**src/rtl/meter_timer.sv**
```systemverilog
// Parking-meter remaining-time counter.
// Holds the remaining seconds as one binary count and registers its BCD
// digits together with the low-time and expired indications.
//
// Ports:
//   clk          system clock, rising edge
//   rst          synchronous active-high reset (count -> 0)
//   tick_1hz     one-second enable pulse; decrements a nonzero count
//   add60/180/300 debounced add pulses; only the largest one is applied
//   load15/150   force the count to 15 / 150 (load150 has priority)
//   digit3..0    BCD thousands..units of the remaining seconds
//   state_blink  remaining < LOW_SEC
//   expired      remaining == 0
module meter_timer #(
   parameter int unsigned MAX_SEC = 9999,
   parameter int unsigned LOW_SEC = 180
) (
   input  logic       clk,
   input  logic       rst,
   input  logic       tick_1hz,
   input  logic       add60,
   input  logic       add180,
   input  logic       add300,
   input  logic       load15,
   input  logic       load150,
   output logic [3:0] digit3,
   output logic [3:0] digit2,
   output logic [3:0] digit1,
   output logic [3:0] digit0,
   output logic       state_blink,
   output logic       expired
);

   localparam int unsigned CNT_W = 14;   // holds any four-digit BCD value
   localparam int unsigned SUM_W = 15;   // headroom for MAX_SEC + 300
   localparam int unsigned ADD_W = 9;
   localparam int unsigned BCD_W = 16;

   // Encoding chosen so the two indication outputs are state bits directly:
   // bit 1 = state_blink, bit 0 = expired.
   typedef enum logic [1:0] {
      NORMAL  = 2'b00,
      LOW     = 2'b10,
      EXPIRED = 2'b11
   } state_t;

   state_t             state_q, state_nxt;
   logic [CNT_W-1:0]   count_q, count_nxt;
   logic [BCD_W-1:0]   bcd_q, bcd_nxt;
   logic [ADD_W-1:0]   add_amt;
   logic [SUM_W-1:0]   sum;

   // Combinational double-dabble binary-to-BCD conversion.
   function automatic logic [BCD_W-1:0] to_bcd(input logic [CNT_W-1:0] bin);
      logic [BCD_W-1:0] bcd;
      bcd = '0;
      for (int i = CNT_W - 1; i >= 0; i--) begin
         for (int d = 0; d < 4; d++) begin
            if (bcd[d*4 +: 4] >= 4'd5)
               bcd[d*4 +: 4] = bcd[d*4 +: 4] + 4'd3;
         end
         bcd = {bcd[BCD_W-2:0], bin[i]};
      end
      return bcd;
   endfunction

   // State, count and digit registers.
   always_ff @(posedge clk) begin
      if (rst) begin
         state_q <= EXPIRED;
         count_q <= '0;
         bcd_q   <= '0;
      end else begin
         state_q <= state_nxt;
         count_q <= count_nxt;
         bcd_q   <= bcd_nxt;
      end
   end

   // Next count, next digits and next state; state follows the next count only.
   always_comb begin
      add_amt   = '0;
      sum       = '0;
      count_nxt = count_q;
      state_nxt = state_q;

      if (add300)
         add_amt = ADD_W'(300);
      else if (add180)
         add_amt = ADD_W'(180);
      else if (add60)
         add_amt = ADD_W'(60);

      // Decrement before saturation; the count > 0 guard prevents underflow.
      sum = SUM_W'(count_q)
          - SUM_W'((tick_1hz && (count_q != '0)) ? 1 : 0)
          + SUM_W'(add_amt);

      if (load150)
         count_nxt = CNT_W'(150);
      else if (load15)
         count_nxt = CNT_W'(15);
      else if (sum > SUM_W'(MAX_SEC))
         count_nxt = CNT_W'(MAX_SEC);
      else
         count_nxt = CNT_W'(sum);

      if (count_nxt == '0)
         state_nxt = EXPIRED;
      else if (count_nxt < CNT_W'(LOW_SEC))
         state_nxt = LOW;
      else
         state_nxt = NORMAL;

      bcd_nxt = to_bcd(count_nxt);
   end

   assign digit3      = bcd_q[15:12];
   assign digit2      = bcd_q[11:8];
   assign digit1      = bcd_q[7:4];
   assign digit0      = bcd_q[3:0];
   assign state_blink = state_q[1];
   assign expired     = state_q[0];

endmodule

```
**config.mk**
```make
export PLATFORM = sky130hd
export DESIGN_NAME = meter_timer
export DESIGN_NICKNAME = d
export VERILOG_FILES = /design/src/rtl/meter_timer.sv
export SDC_FILE = /design/constraint.sdc
export NUM_CORES = 1
export LEC_CHECK = 0
export ABC_CLOCK_PERIOD_IN_PS = 22100
export BUFFER_PORTS_ARGS = -buffer_cell sky130_fd_sc_hd__buf_2
export CELL_PAD_IN_SITES_DETAIL_PLACEMENT = 1
export CELL_PAD_IN_SITES_GLOBAL_PLACEMENT = 1
export CORE_AREA = 5 5 99 125
export CTS_CLUSTER_SIZE = 24
export DETAILED_ROUTE_END_ITERATION = 6
export DIE_AREA = 0 0 104 130
export GPL_TIMING_DRIVEN = 0
export PLACE_DENSITY = 0.85
export SLEW_MARGIN = 25
export SYNTH_ARGS = -nofsm -noshare
export SYNTH_HDL_FRONTEND = slang
export SYNTH_SLANG_ARGS = --single-unit
```
**constraint.sdc**
```tcl
create_clock -name clk -period 22.1 [get_ports clk]
set_clock_uncertainty 0.2 [all_clocks]
set_input_delay 4.42 -clock clk [delete_from_list [all_inputs] [get_ports clk]]
set_output_delay 4.42 -clock clk [all_outputs]
set_load 0.02 [all_outputs]
```
== Yosys cells after proc, flatten, opt, wreduce, memory -nomap -nowiden ==
Index checks and enable logic that the tools add are counted.
Storage, ports and cells
  flip-flop bits (word level): 32
  word-level logic and storage cells: 97
Cells by class
  $add $sub $neg: 28
  $lt $le $gt $ge: 28
  mux-type cells: 34
  reduce and logical (&&, ||, !) cells: 4
Operators with widths (number)
  $mux W4: 24
  $ge A4 B3 Y1 const B: 22
  $add A4 B2 Y4 const B: 21
  $mux W14: 3
  $add A15 B9 Y15: 1
  $gt A15 B14 Y1 const B: 1
  $sub A14 B1 Y15: 1
  $logic_not A14 Y1: 1
  $lt A14 B8 Y1 const B: 1
  $reduce_bool A14 Y1: 1
  $add A3 B2 Y4 const B: 3
  $ge A3 B3 Y1 const B: 4
  $mux W9: 1
  $mux W8: 1
  $add A3 B2 Y3 const B: 2
  $mux W3: 2
  $mux W6: 1
  $mux W2: 1
  $reduce_or A2 Y1: 1
  $logic_and A1 B1 Y1: 1
  $mux W1: 1

== Longest topological paths before layout ==
  depth in word-level cells: 31
  mapped depth: 65
  depth with buffers taken out: 64

== Worst setup path before layout ==
OpenSTA, ideal clock, no wires.
  path kind: in2reg
  start point: in add180
  end point: reg bcd_q[11]
  library setup time: 0.067 ns
  arrival time: 14.731 ns
  data required time: 21.833 ns
  slack: 7.103 ns
  cell stages on the path: 54
  path buffers: 2
  cell sequence: nor3_1 -> ha_1 -> inv_1 -> ha_1 -> buf_2 -> a21o_1 -> a21o_1 -> o2111ai_1 -> o211ai_2 -> nor3_4 -> nand3_1 -> ha_1 -> or3_1 -> o221ai_1 -> a211oi_1 -> a2111oi_1 -> nor3b_2 -> a211oi_1 -> [... 18 more ...] -> o2bb2ai_1 -> o21ai_0 -> a21oi_1 -> or2_1 -> buf_6 -> inv_2 -> ha_1 -> inv_1 -> a21oi_1 -> a221oi_4 -> nor2_2 -> inv_1 -> ha_1 -> nor4_1 -> a211oi_1 -> o32a_1 -> or3b_1 -> a21oi_2
Between the ends
  word-level cells in the longest chain between the ends: 29
  elaborated cells between the ends (all ways): 70
  those cells by class: 22 x add/sub; 22 x order compare; 26 x mux
RTL lines
  from (decl): line 22  | input logic add180,
  $mux W8 *: line 89  | else if (add180)
  $mux W9 *: line 87  | if (add300)
  $add A15 B9 Y15 *: line 97  | + SUM_W'(add_amt);
  $gt A15 B14 Y1: line 103  | else if (sum > SUM_W'(MAX_SEC))
  $mux W14 *: line 103
  $mux W14 *: line 101  | else if (load15)
  $mux W14 *: line 99  | if (load150)
  $add A3 B2 Y4 / $ge A3 B3 Y1 (equally long branches): line 60, 59
  [... 13 more ...]
  $add A4 B2 Y4 / $ge A4 B3 Y1 (equally long branches): line 60, 59
  $mux W4: line 59  | if (bcd[d*4 +: 4] >= 4'd5)
  $add A4 B2 Y4 / $ge A4 B3 Y1 (equally long branches): line 60, 59
  $mux W4: line 59
  $add A4 B2 Y4 / $ge A4 B3 Y1 (equally long branches): line 60, 59
  $mux W4: line 59
  $add A4 B2 Y4 / $ge A4 B3 Y1 (equally long branches): line 60, 59
  $mux W4 *: line 59
  to (signal assigned): line 76  | bcd_q <= bcd_nxt;
  to (decl): line 49  | logic [BCD_W-1:0] bcd_q, bcd_nxt;
Every way passes the cells marked *; elsewhere a longest branch is shown, timed or not.
A chain may end at the register's enable or synchronous reset.

== Final worst setup path ==
Ends and elaborated chain as after synthesis.

==> reports/results.tsv <==
metric	value	unit
drtPass1Iterations	5	
synthFlopType	dfxtp_1	
fp-row-count	43	
synth_fp_nets	814	
path_common_cell	ha_1	
ys_types	108	
cts_tree	yes	
multi_input_area	4450	µm²
core	11000	µm²
layout-drive-gt1-share	14.5	%
worst-slew-pin-transition	0.862	ns
area_delta_synth_final	8.51	%
cts_made_buffers	5	
vias_per_cell	6.60	
place_ws	5.01	ns
port_buffers	24	
yosysSeqAreaShare	11.3	%
min_path_type	reg -> reg	
cts_resized	0	
synth_edf_count	0	
clkTransAtPathRegs	0.06	ns
drv_slew	0	
gp_congestion	0.909	
clock-sinks	31	
post-route-min-period	16.98	ns
grt_overflow	0	
syn_inst	763	
worstSetupStartpointType	primary input	
hold_viol	0	
ys_ff_latch	31	
timing.final.ws_setup	5.12	ns
antenna_found_initial	0	
critPathMaxStageDelay	0.54	ns
setup_viol	0	
drt-initial-drc-count	289	
clock_path_buffers	2	
slew_headroom	41.8	%
grt_pass1_vias	6401	
clockRootBuffer	clkbuf_16	
final_nets	845	
drc	0	
dr_total_vias	6136	
arrival	17.00	ns
grt_pass1_wl	30000	µm
ys_warn_count	0	
wl_per_cell	19.2	µm
rsz0062_at_grt	no	
die_h	130	µm
synth_async_sr_flop_share	0	%
ios	26	
outcome	complete, no violations	
avgSynthCellArea	7.22	µm²
fmax	58.9	MHz
dp_hpwl	14200	µm
die_x	104	µm
post-cts-setup-buffers	0	
endpoint_kind	register	
grt_max_degree	11	
seqCellArea	621	µm²
cts-htree-levels	2	
synth.cell_area	5510	µm²
clk_latency	0.28	ns
slowest_stage	a2111oi_1	
start_util	50.2	%
finalSetupTns	0	ns
die_area	13500	µm²
routed_wl	17900	µm
grtUsageTotal	25.8	%
cp_max_fo	10	
drv_cap	0	
post-route-period-util	76.8	%
crit_type	in -> reg	
ant_nets	0	
worst_ep_required_time	22.12	ns
nFillCells	1467	
diodes	0	
cts.hold.buffers_added	0	
-- layer usage --
metal | wire length, µm | track usage (%) | vias to the layer above | share of wire, %
li1 | - | - | 2924 | -
met2 | 9830 | 53.2 | 148 | 55
met1 | 7000 | 27.2 | 3022 | 39
met4 | 540 | 8.99 | 0 | 3.0
met5 | 0 | 0 | - | 0
met3 | 482 | 1.88 | 42 | 2.7
-- cell usage after synthesis, types with 6 or more instances --
master	instances	area [µm²]
a211o_1	8	70.1
a211oi_1	16	120
a21o_1	10	75.1
a21oi_1	57	285
a221oi_1	6	52.6
a32oi_1	7	61.3
and2_1	6	37.5
and3_1	7	43.8
buf_4	6	45.0
clkbuf_1	10	37.5
dfxtp_1	31	621
ha_1	42	526
inv_1	71	267
mux2i_1	15	150
nand2_1	57	214
nand2b_1	9	56.3
nand3_1	25	125
nor2_1	62	233
nor2b_1	9	56.3
nor3_1	25	125
nor4_1	9	56.3
o211a_1	6	60.1
o211ai_1	14	105
o21a_1	10	75.1
o21ai_0	34	170
o21ai_1	6	30.0
o22ai_1	12	75.1
or2_2	11	68.8
or3_1	10	62.6
xnor2_1	12	105
-- worst paths after layout --
check	slack, ns	cells past startpoint	startpoint	endpoint
hold / removal	0.47	3	count_q[0]$_SDFF_PP0_	count_q[0]$_SDFF_PP0_
setup / recovery	5.12	55	add180	bcd_q[11]$_SDFF_PP0_
setup reg to reg	8.55	58	count_q[13]$_SDFF_PP0_	bcd_q[11]$_SDFF_PP0_
hold reg to reg	0.47	3	count_q[0]$_SDFF_PP0_	count_q[0]$_SDFF_PP0_
-- per-stage QoR --
stage	std cells	hold slack [ns]	utilization (%)	instance area [µm²]
final	930	0.471	54.5	5980
after global routing	930	0.528	54.5	5980
after CTS	930	0.474	54.4	5970
after detailed placement	922	0.465	52.8	5800
after global placement	922	0.436	52.8	5800
after floorplan	763	0.392	-	5510
-- cell families after synthesis --
| logic type | synth area share (%) |
|---|---|
| flip-flops | 11.3 |
| AND/OR/NAND/NOR | 26.6 |
| AO/OA/AOI/OAI | 35.8 |
| XOR/XNOR | 3.27 |
| adder cells (fa/ha/maj) | 10.6 |
| buffers and inverters | 8.17 |
| multiplexers | 4.27 |
-- placed cells by master (no fill, tap or decap), types with 7 or more instances in the layout --
master    Yosys  routed
nor4_1        9       8
or2_2        11      11
nand2_1      57      57
buf_2         5      29
o211ai_1     14      14
clkbuf_1     10      10
o22ai_1      12      12
nand3_1      25      25
dfxtp_1      31      31
a21o_1       10      10
mux2i_1      15      15
o21ai_0      34      34
inv_1        71      71
and3_1        7       7
ha_1         42      42
a211oi_1     16      16
nor2b_1       9       9
o21a_1       10      10
nor2_1       62      62
or3_1        10      10
nor3_1       25      25
nand2b_1      9       9
xnor2_1      12      12
a32oi_1       7       7
a21oi_1      57      57
a211o_1       8       8
-- area by class of cell --
cell class | count | area share (%)
well taps | 135 | 2.82
multi-input cells | 630 | 74.3
inverters | 75 | 4.71
clock inverters | 2 | 0.586
repair buffers | 24 | 2.01
plain buffers | 27 | 2.82
clock buffers | 6 | 2.32
flip-flops and latches | 31 | 10.4
-- sequential cells by signal, summed over array words and instances, names as in the netlist --
register and count:
state_q 2, bcd_q 15, count_q 14
-- critical path, delay by kind of cell --
| kind | cells | cell delay [ns] |
|---|---|---|
| fa+ha+maj | 8 | 2.03 |
| simple gates | 14 | 4.36 |
| compound gates | 24 | 5.32 |
| mux | 1 | 0.10 |
| buf+inv | 8 | 0.75 |
Power is left out: the tool's default activity adds up to more than one toggle a clock period on the data nets, which glitch-free logic cannot reach.
